--- config.mk ---
export PLATFORM = sky130hd
export DESIGN_NAME = airplane_ctrl_flat
export DESIGN_NICKNAME = d
export VERILOG_FILES = /design/src/rtl/airplane_pkg.sv /design/src/rtl/airplane_ctrl_if.sv /design/src/rtl/frame_tick_gen.sv /design/src/rtl/airplane_ctrl.sv /design/src/flat_wrapper.sv
export SDC_FILE = /design/constraint.sdc
export NUM_CORES = 1
export LEC_CHECK = 0
export CORE_AREA = 2 2 79 81
export CTS_BUF_LIST = sky130_fd_sc_hd__clkbuf_4
export DETAILED_ROUTE_END_ITERATION = 12
export DIE_AREA = 0 0 81 83
export REMOVE_ABC_BUFFERS = 1
export SLEW_MARGIN = 20
export SYNTH_ARGS = -nofsm -noshare
export SYNTH_HDL_FRONTEND = slang
export SYNTH_SLANG_ARGS = --single-unit
--- constraint.sdc ---
create_clock -name clk -period 2.7 [get_ports clk]
set_input_delay 0.405 -clock clk [delete_from_list [all_inputs] [get_ports clk]]
set_output_delay 0.405 -clock clk [all_outputs]
set_load 0.05 [all_outputs]
--- src/rtl/airplane_pkg.sv ---
// airplane_pkg: shared FSM states, sprite geometry, screen limits and colours for the airplane sprite.
package airplane_pkg;
    typedef enum logic [2:0] {IDLE, LOAD_DRAW, DRAW, WAIT, LOAD_ERASE, ERASE, MOVE} state_t;
    localparam int SPRITE_W = 4;
    localparam int SPRITE_H = 4;
    localparam int SPRITE_PIXELS = SPRITE_W * SPRITE_H;
    localparam int SCREEN_W = 320;
    localparam int SCREEN_H = 240;
    localparam logic [2:0] COLOR_WHITE = 3'b111;
    localparam logic [2:0] COLOR_BLACK = 3'b000;
endpackage

--- src/rtl/airplane_ctrl_if.sv ---
// airplane_ctrl_if: load/count bus from airplane_ctrl to the datapath, plus the VGA plot strobe.
interface airplane_ctrl_if;
    logic [8:0] x_in;
    logic [7:0] y_in;
    logic [2:0] color_in;
    logic ld_x, ld_y, ld_color, enable, plot;
    modport master (output x_in, y_in, color_in, ld_x, ld_y, ld_color, enable, plot);
    modport slave (input x_in, y_in, color_in, ld_x, ld_y, ld_color, enable, plot);
endinterface

--- src/rtl/frame_tick_gen.sv ---
// frame_tick_gen: one-cycle tick every TICK_DIV cycles, held at phase zero while restart is high.
module frame_tick_gen #(
    parameter int TICK_DIV = 833333
) (
    input  logic clk,
    input  logic reset_n,
    input  logic restart,
    output logic tick
);
    localparam int W = $clog2(TICK_DIV);
    localparam logic [W-1:0] LAST = W'(TICK_DIV - 1);
    logic [W-1:0] cnt;
    always_ff @(posedge clk or negedge reset_n)
        if (!reset_n) cnt <= '0;
        else cnt <= (restart || cnt == LAST) ? '0 : cnt + W'(1);
    assign tick = !restart && cnt == LAST;
endmodule

--- src/rtl/airplane_ctrl.sv ---
// airplane_ctrl: draw / wait / erase / move sequencer for the 4x4 airplane sprite datapath.
// Defining AIRPLANE_CTRL_LATCH_EN latches up/down requests from WAIT through MOVE.
module airplane_ctrl
    import airplane_pkg::*;
#(
    parameter logic [8:0] X_START = 9'd20,
    parameter logic [7:0] Y_START = 8'd60,
    parameter logic [7:0] Y_MIN = 8'd0,
    parameter logic [7:0] Y_MAX = 8'(SCREEN_H - SPRITE_H),
    parameter logic [7:0] STEP = 8'd1,
    parameter logic [2:0] PLANE_COLOR = COLOR_WHITE,
    parameter logic [2:0] BG_COLOR = COLOR_BLACK,
    parameter int TICK_DIV = 833333,
    parameter int FRAMES_PER_MOVE = 15
) (
    input  logic clk,
    input  logic reset_n,
    input  logic up,
    input  logic down,
    airplane_ctrl_if.master dp
);
    localparam logic [3:0] LAST_PIX = 4'(SPRITE_PIXELS - 1);
    localparam logic [3:0] LAST_FRAME = 4'(FRAMES_PER_MOVE - 1);
    state_t state, next;
    logic [7:0] y_pos, y_next;
    logic [8:0] y_sum;
    logic [3:0] pix, frame;
    logic [2:0] color;
    logic tick, move_up, move_dn, loading, drawing;

    frame_tick_gen #(.TICK_DIV(TICK_DIV)) u_tick (
        .clk(clk),
        .reset_n(reset_n),
        .restart(state != WAIT),
        .tick(tick)
    );

    always_ff @(posedge clk or negedge reset_n)
        if (!reset_n) state <= IDLE;
        else state <= next;

    always_comb begin
        next = IDLE;
        case (state)
            IDLE:       next = LOAD_DRAW;
            LOAD_DRAW:  next = DRAW;
            DRAW:       next = pix == LAST_PIX ? WAIT : DRAW;
            WAIT:       next = (tick && frame == LAST_FRAME) ? LOAD_ERASE : WAIT;
            LOAD_ERASE: next = ERASE;
            ERASE:      next = pix == LAST_PIX ? MOVE : ERASE;
            MOVE:       next = LOAD_DRAW;
            default:    next = IDLE;
        endcase
    end

    always_comb begin
        loading = state == LOAD_DRAW || state == LOAD_ERASE;
        drawing = state == DRAW || state == ERASE;
        dp.ld_x = loading;
        dp.ld_y = loading;
        dp.ld_color = loading;
        dp.enable = drawing;
        dp.plot = drawing;
        dp.x_in = X_START;
        dp.y_in = y_pos;
        dp.color_in = state == LOAD_DRAW ? PLANE_COLOR : state == LOAD_ERASE ? BG_COLOR : color;
    end

`ifdef AIRPLANE_CTRL_LATCH_EN
    logic req_up, req_dn, latching;
    assign latching = state inside {WAIT, LOAD_ERASE, ERASE};
    always_ff @(posedge clk or negedge reset_n)
        if (!reset_n) {req_up, req_dn} <= 2'b00;
        else if (state == MOVE) {req_up, req_dn} <= 2'b00;
        else if (latching) {req_up, req_dn} <= {req_up | up, req_dn | down};
    assign move_up = req_up | up;
    assign move_dn = req_dn | down;
`else
    assign move_up = up;
    assign move_dn = down;
`endif

    // 9-bit compare/sum so clamping happens before any 8-bit wrap
    always_comb begin
        y_sum = {1'b0, y_pos} + {1'b0, STEP};
        y_next = (move_up && !move_dn) ?
                     (({1'b0, y_pos} < {1'b0, Y_MIN} + {1'b0, STEP}) ? Y_MIN : y_pos - STEP) :
                 (move_dn && !move_up) ?
                     ((y_sum > {1'b0, Y_MAX}) ? Y_MAX : y_sum[7:0]) :
                 y_pos;
    end

    always_ff @(posedge clk or negedge reset_n)
        if (!reset_n) begin
            y_pos <= Y_START;
            pix <= '0;
            frame <= '0;
            color <= BG_COLOR;
        end else begin
            pix <= drawing ? pix + 4'd1 : '0;
            frame <= state != WAIT ? '0 : frame + 4'(tick);
            if (loading) color <= state == LOAD_DRAW ? PLANE_COLOR : BG_COLOR;
            if (state == MOVE) y_pos <= y_next;
        end
endmodule

--- src/flat_wrapper.sv ---
// flat-port wrapper written by rule: the top's interface ports become plain ports
module airplane_ctrl_flat import airplane_pkg::*;
#(
    parameter logic [8:0] X_START = 9'd20,
    parameter logic [7:0] Y_START = 8'd60,
    parameter logic [7:0] Y_MIN = 8'd0,
    parameter logic [7:0] Y_MAX = 8'(SCREEN_H - SPRITE_H),
    parameter logic [7:0] STEP = 8'd1,
    parameter logic [2:0] PLANE_COLOR = COLOR_WHITE,
    parameter logic [2:0] BG_COLOR = COLOR_BLACK,
    parameter int TICK_DIV = 833333,
    parameter int FRAMES_PER_MOVE = 15
)
  (clk, reset_n, up, down, dp_x_in, dp_y_in, dp_color_in, dp_ld_x, dp_ld_y, dp_ld_color, dp_enable, dp_plot);
  airplane_ctrl_if dp_i ();
  input  logic clk;
  input  logic reset_n;
  input  logic up;
  input  logic down;
  output wire logic [$bits(dp_i.x_in)-1:0] dp_x_in;
  output wire logic [$bits(dp_i.y_in)-1:0] dp_y_in;
  output wire logic [$bits(dp_i.color_in)-1:0] dp_color_in;
  output wire logic [$bits(dp_i.ld_x)-1:0] dp_ld_x;
  output wire logic [$bits(dp_i.ld_y)-1:0] dp_ld_y;
  output wire logic [$bits(dp_i.ld_color)-1:0] dp_ld_color;
  output wire logic [$bits(dp_i.enable)-1:0] dp_enable;
  output wire logic [$bits(dp_i.plot)-1:0] dp_plot;
  assign dp_x_in = dp_i.x_in;
  assign dp_y_in = dp_i.y_in;
  assign dp_color_in = dp_i.color_in;
  assign dp_ld_x = dp_i.ld_x;
  assign dp_ld_y = dp_i.ld_y;
  assign dp_ld_color = dp_i.ld_color;
  assign dp_enable = dp_i.enable;
  assign dp_plot = dp_i.plot;
  airplane_ctrl #(.X_START(X_START), .Y_START(Y_START), .Y_MIN(Y_MIN), .Y_MAX(Y_MAX), .STEP(STEP), .PLANE_COLOR(PLANE_COLOR), .BG_COLOR(BG_COLOR), .TICK_DIV(TICK_DIV), .FRAMES_PER_MOVE(FRAMES_PER_MOVE)) u_core (.clk(clk), .reset_n(reset_n), .up(up), .down(down), .dp(dp_i));
endmodule
==> run summary, run 1 <==
Status: finished clean
Worst slew margin relative to its limit: 39.51%
Die area: 6723 um2
Sequential-to-total area share from yosys stat: 39.63%
NumNets Final: 309
CTS tree: done
Startpoint types: flip-flop
Die Y: 83 um
Final setup viols: 0
DRC: 0
Most frequent cells in the layout: nor2_1, dfrtp_1, nand2_1
Power Density: 380.7 nW/um2
N_diodes: 0
Port bufs: 19
Max clock buf depth: 2
Vias in the first global route: 1796
Synth warnings: 0
EDFF count, synth: 0
Io pins: 29
Core Region: 5816 um2
Global-route wire length before repair: 8.735 mm
Vias per cell: 5.500
Vias: 2046
GR Util All Layers: 16.34%
Die width: 81 um
H-tree levels: 2
Gr ovfl total: 0
Actual slew at the worst max-slew pin: 0.9074 ns
Main synth FF type: dfrtp_1
Met1 Use GR: 25.47%
GPL Wtd Cong: 0.8323
Clk sink count: 40
Netlist Area Pre-Place: 2539 um2
Syn Inst Count: 285
Share of cells above drive strength 1: 11.11%
Largest net degree at the start of global routing: 41
Grt peak-use layer: met1
Worst vdd ir: 0.2643 mV
Worst path required time: 2.30 ns
CTS clk-pin slew, worst paths: 0.13 ns
Post-synth ARST share: 100.0%
Area grow syn2layout: 10.25%
Max Fanout on Critical Path: 13
Minimum clock period: 2.541 ns
Initial Util: 43.65%
Worst endpoint data arrival time: 2.14 ns
Iteration-0 DRC Markers: 131
Max Clock Skew: 0.01225 ns
Total iterations of the first detailed-routing run: 4
CTS root buf: clkbuf_4
Max Cap Viol: 0
Non-filler instance count after layout: 372
WHS: 0.1681 ns
RSZ-0062 raised after global routing: no
GR Util met3: 2.826%
Number of synthesized register bits: 40
Initial antenna violation count: 0
Met2 Use GR: 22.54%
Max-slew violation count: 0
Final period util: 94.13%
Most common cell after layout, fill and taps aside: nor2_1
DP Cell Count: 364
Wire per inst: 13.61 um
FMAX: 0.3935 GHz
Kind of critical path: flip-flop to output pin
Hold Path Class: input pin to async pin
Yosys cell types: 56
Final Hold Violating Endpoints: 0
Hold_buf cts: 0
Total Neg Setup Slack: 0 ns
Clk_lat worst skew: 0.35 ns
Crit end category: output pin
Row cnt: 28
DRT antenna net count: 0
Fillcell total: 595
Syn Area/Cell: 8.908 um2
Leak pwr: 1.210 nW
Num CTS Buffers: 5
Final wirelength: 5.063 mm
Dpl hpwl: 3.521 mm
-- timing repair --
action / CTS / global route
endpoints found under the hold margin: 0 / 0
resized for setup: 0 / 1
buffers inserted: 0 / 0
setup endpoints to repair: 0 / 2
-- cells by family (layout without fill, tap and decap cells) --
logic type / after synthesis / in the layout / synth area share, %
muxes: 1 / 1 / 0.3943
other: 2 / 9 / 0.2958
adders and majority gates: 9 / 9 / 4.436
xor gates and xnor gates: 24 / 24 / 8.280
buffers and inverters: 39 / 44 / 8.329
and+or+nand+nor: 124 / 124 / 26.27
DFF: 40 / 40 / 39.63
AOI/OAI and AO/OA: 46 / 46 / 12.37
-- metrics by stage --
step	area, um2	utilization (%)	worst slack, ns	power [mW]
global route	2799	48.13	0.004525	1.110
detailed placement	2715	46.69	0.4558	0.6663
floorplan	2399	-	-0.1740	0.6467
CTS	2795	48.06	0.07135	1.082
finish	2799	48.13	0.1586	1.066
global placement	2715	46.69	0.4773	0.6661
-- registers in the layout (all words and copies together), names as in the netlist --
signal,flops
u_core.pix,4
u_core.color,1
u_core.state,3
u_core.u_tick.cnt,20
u_core.dp.y_in,8
u_core.frame,4
-- per-layer routing --
layer / part of all wire (%) / wire [um] / vias up
li1: - / - / 993
met1: 50 / 2553 / 999
met2: 45 / 2273 / 48
met3: 3.5 / 179 / 6
met4: 1.1 / 57 / 0
met5: 0 / 0 / -
-- path summary, 6_finish.rpt --
| path | from | to | slack (ns) | cells past startpoint |
|---|---|---|---|---|
| worst max-delay path | u_core.state[1] | dp_plot | 0.16 | 4 |
| worst min-delay path | reset_n | u_core.frame[2] | 0.17 | 1 |
| worst max register to register | u_core.dp.y_in[0] | u_core.dp.y_in[7] | 0.50 | 7 |
| worst min register to register | u_core.pix[0] | u_core.pix[0] | 0.48 | 1 |
| max in group asynchronous | reset_n | u_core.dp.y_in[1] | 1.96 | 1 |
| min in group clk | u_core.pix[0] | u_core.pix[0] | 0.48 | 1 |
-- final cells by class --
| cell class | count | area, um2 | area share, % |
|---|---|---|---|
| clock buffers | 6 | 45.04 | 1.609 |
| clock inverters | 2 | 35.03 | 1.252 |
| inverters | 12 | 45.04 | 1.609 |
| multi-input cells | 213 | 1351 | 48.28 |
| flip-flops and latches | 40 | 1006 | 35.94 |
| well taps | 75 | 93.84 | 3.353 |
| repair buffers | 24 | 222.7 | 7.957 |
-- synth_stat cells, types with 9 or more instances --
cell type   n  area share [%]
nor2_1     39             5.8
dfrtp_1    36              35
nand2_1    19             2.8
buf_4      15             4.4
xor2_1     15             5.2
o21ai_0    13             2.6
inv_1      11             1.6
nand3_1    11             2.2
nand4_1    10             2.5
ha_1        9             4.4
xnor2_1     9             3.1
-- power breakdown --
part,internal [mW],switching (mW)
Clock,0.204,0.207
Sequential,0.599,0
Combinational,0.00760,0.0474
-- worst max-delay path, stage by stage, from the launching register on --
cell and delay [ns]:
dfrtp_1 0.53, nor3b_1 0.27, a21oi_2 0.10, inv_1 0.09, clkdlybuf4s50_1 0.80
Power figures use the tool's default switching activity.
==> run 2: changes to the inputs <==
--- a/config.mk
+++ b/config.mk
@@ -7,2 +7,3 @@
 export LEC_CHECK = 0
+export CAP_MARGIN = 20
 export CORE_AREA = 2 2 79 81
@@ -11,2 +12,3 @@
 export DIE_AREA = 0 0 81 83
+export DONT_BUFFER_PORTS = 1
 export REMOVE_ABC_BUFFERS = 1
==> constraint.sdc (replaced) <==
create_clock -name clk -period 2.7 [get_ports clk]
set_input_delay 0.675 -clock clk [delete_from_list [all_inputs] [get_ports clk]]
set_output_delay 0.675 -clock clk [all_outputs]
set_load 0.05 [all_outputs]
==> run summary, run 2 (synthesized netlist as in run 1, its figures left out) <==
Max Clock Skew: 0.004598 ns (-0.007651 ns)
Row cnt: 28 (unchanged)
Worst-path cell chain: nor2b_1 > o21ai_0 > nand2_1 > buf_4
Num CTS Buffers: 5 (unchanged)
Status: finished clean
Kind of critical path: flip-flop to output pin
Worst slew margin relative to its limit: 54.10% (+15 points)
Minimum clock period: 2.391 ns (-0.1507 ns)
CTS tree: done
Worst endpoint data arrival time: 1.72 ns (-0.42 ns)
Clk_lat worst skew: 0.34 ns (about the same)
CP max stage cell: dfrtp_1
Gr ovfl total: 0 (unchanged)
Crit end category: output pin
GR Util All Layers: 16.00% (-0.34 points)
Startpoint types: flip-flop
DRT antenna net count: 0 (unchanged)
Wire per inst: 13.81 um (+1.4%)
Net Sw Frac: 23.65% (-0.23 points)
Initial antenna violation count: 0 (unchanged)
Vias per cell: 5.383 (-2.1%)
CTS clk-pin slew, worst paths: 0.12 ns (about the same)
Post-CTS setup buffers: 0 (unchanged)
Clk sink count: 40 (unchanged)
NumNets Final: 300 (-2.9%)
Max clock buf depth: 2 (unchanged)
Final worst-path setup slack: 0.3093 ns (+0.1507 ns)
Non-filler instance count after layout: 363 (-2.4%)
Final Hold Violating Endpoints: 0 (unchanged)
H-tree levels: 2 (unchanged)
CP delay by family, top: flip-flops
Leak pwr: 1.194 nW (-1.3%)
Io pins: 29 (unchanged)
Part of the power in registers: 57.2% (+1.0 points)
RSZ-0062 raised after global routing: no
Most common cell after layout, fill and taps aside: nor2_1
DRC: 0 (unchanged)
Share of cells above drive strength 1: 14.24% (+3.1 points)
Iteration-0 DRC Markers: 108 (-18%)
Die Y: 83 um (unchanged)
Most frequent cells in the layout: nor2_1, dfrtp_1, nand2_1
Combinational share of power: 5.1% (about the same)
Critical path buffers and inverters: 1 (-1)
Hold Path Class: input pin to async pin
Global-route wire length before repair: 8.604 mm (-1.5%)
Largest register FFs: 20 (unchanged)
N_diodes: 0 (unchanged)
Peak per-stage delay on the critical path: 0.57 ns (-0.23 ns)
Die area: 6723 um2 (unchanged)
Area grow syn2layout: 6.555%
DP Cell Count: 354 (-2.7%)
Die width: 81 um (unchanged)
Fillcell total: 580 (-2.5%)
Final wirelength: 5.012 mm (-1.0%)
Reg with most FFs: u_core.u_tick.cnt
Max Cap Viol: 0 (unchanged)
Actual slew at the worst max-slew pin: 0.6832 ns (-0.2242 ns)
Worst vdd ir: 0.2496 mV (-5.6%)
Max Fanout on Critical Path: 11 (-2)
GPL Wtd Cong: 0.8755 (+5.2%)
Dpl hpwl: 3.559 mm (+1.1%)
CTS root buf: clkbuf_4
Port bufs: 0 (-19)
Pint: 0.8005 mW (-1.3%)
Total iterations of the first detailed-routing run: 4 (unchanged)
Vias: 1954 (-4.5%)
Sw Pwr: 0.2479 mW (-2.5%)
Setup WS pre-CTS: 0.5493 ns (+0.09342 ns)
Power Density: 387.6 nW/um2 (+1.8%)
Final period util: 88.54% (-5.6 points)
Clk network pwr share: 37.7% (-0.9 points)
FMAX: 0.4183 GHz (+6.3%)
R2r setup slk: 0.51 ns (about the same)
Final setup viols: 0 (unchanged)
Vias in the first global route: 1809 (+0.72%)
Core Region: 5816 um2 (unchanged)
Max-slew violation count: 0 (unchanged)
Initial Util: 43.65% (unchanged)
PostCTS Resize Cnt: 0 (unchanged)
Worst path required time: 2.03 ns (-0.27 ns)
Largest net degree at the start of global routing: 37 (-9.8%)
==> run 2: through the flow <==
step	cell area, um2	hold slack, ns	setup TNS, ns	total power [mW]	utilization (%)
2_1_floorplan	2399	0.3794	-1.332	0.6467	-
3_5_place_dp	2605	0.3802	0	0.6504	44.79
4_1_cts	2705	0.1321	0	1.068	46.51
3_3_place_gp	2605	0.3802	0	0.6506	44.79
5_1_grt	2705	0.1086	0	1.097	46.51
6_report	2705	0.1509	0	1.048	46.51
==> run 2: cell type report <==
type	count	area, um2	area share (%)
clock buffer	5	37.54	1.388
multi-input combinational	213	1355	50.09
timing repair buffer	15	125.1	4.625
tap	75	93.84	3.469
clock inverter	3	42.54	1.573
inverter	12	45.04	1.665
sequential	40	1006	37.19
==> run 2: worst paths after layout <==
check                             startpoint                    end  depth (start not counted)
min                                  reset_n        u_core.color[1]                          1
max                          u_core.state[0]         dp_color_in[0]                          4
min in group clk               u_core.pix[0]          u_core.pix[0]                          1
min reg2reg                    u_core.pix[0]          u_core.pix[0]                          1
max in group asynchronous            reset_n  u_core.u_tick.cnt[16]                          1
max reg2reg                u_core.dp.y_in[2]      u_core.dp.y_in[0]                          5
==> run 2: per-layer routing <==
layer	track usage, %	vias up	wire length, um
met4	5.701	0	76
li1	-	970	-
met5	0	-	0
met2	22.69	42	2271
met1	23.72	935	2444
met3	3.587	7	220
==> run 2: timing repair <==
action,in CTS,in global routing
hold buffers,1,0
endpoints found under the setup margin,0,0
endpoints found under the hold margin,36,0
==> run 2: power groups by stage <==
| stage | clock network (mW) | registers, mW | logic, mW |
|---|---|---|---|
| 2_1_floorplan | 0 | 0.611 | 0.0360 |
| 3_3_place_gp | 0 | 0.611 | 0.0400 |
| 3_5_place_dp | 0 | 0.611 | 0.0398 |
| 4_1_cts | 0.415 | 0.599 | 0.0542 |
| 5_1_grt | 0.439 | 0.600 | 0.0588 |
| 6_report | 0.396 | 0.599 | 0.0535 |
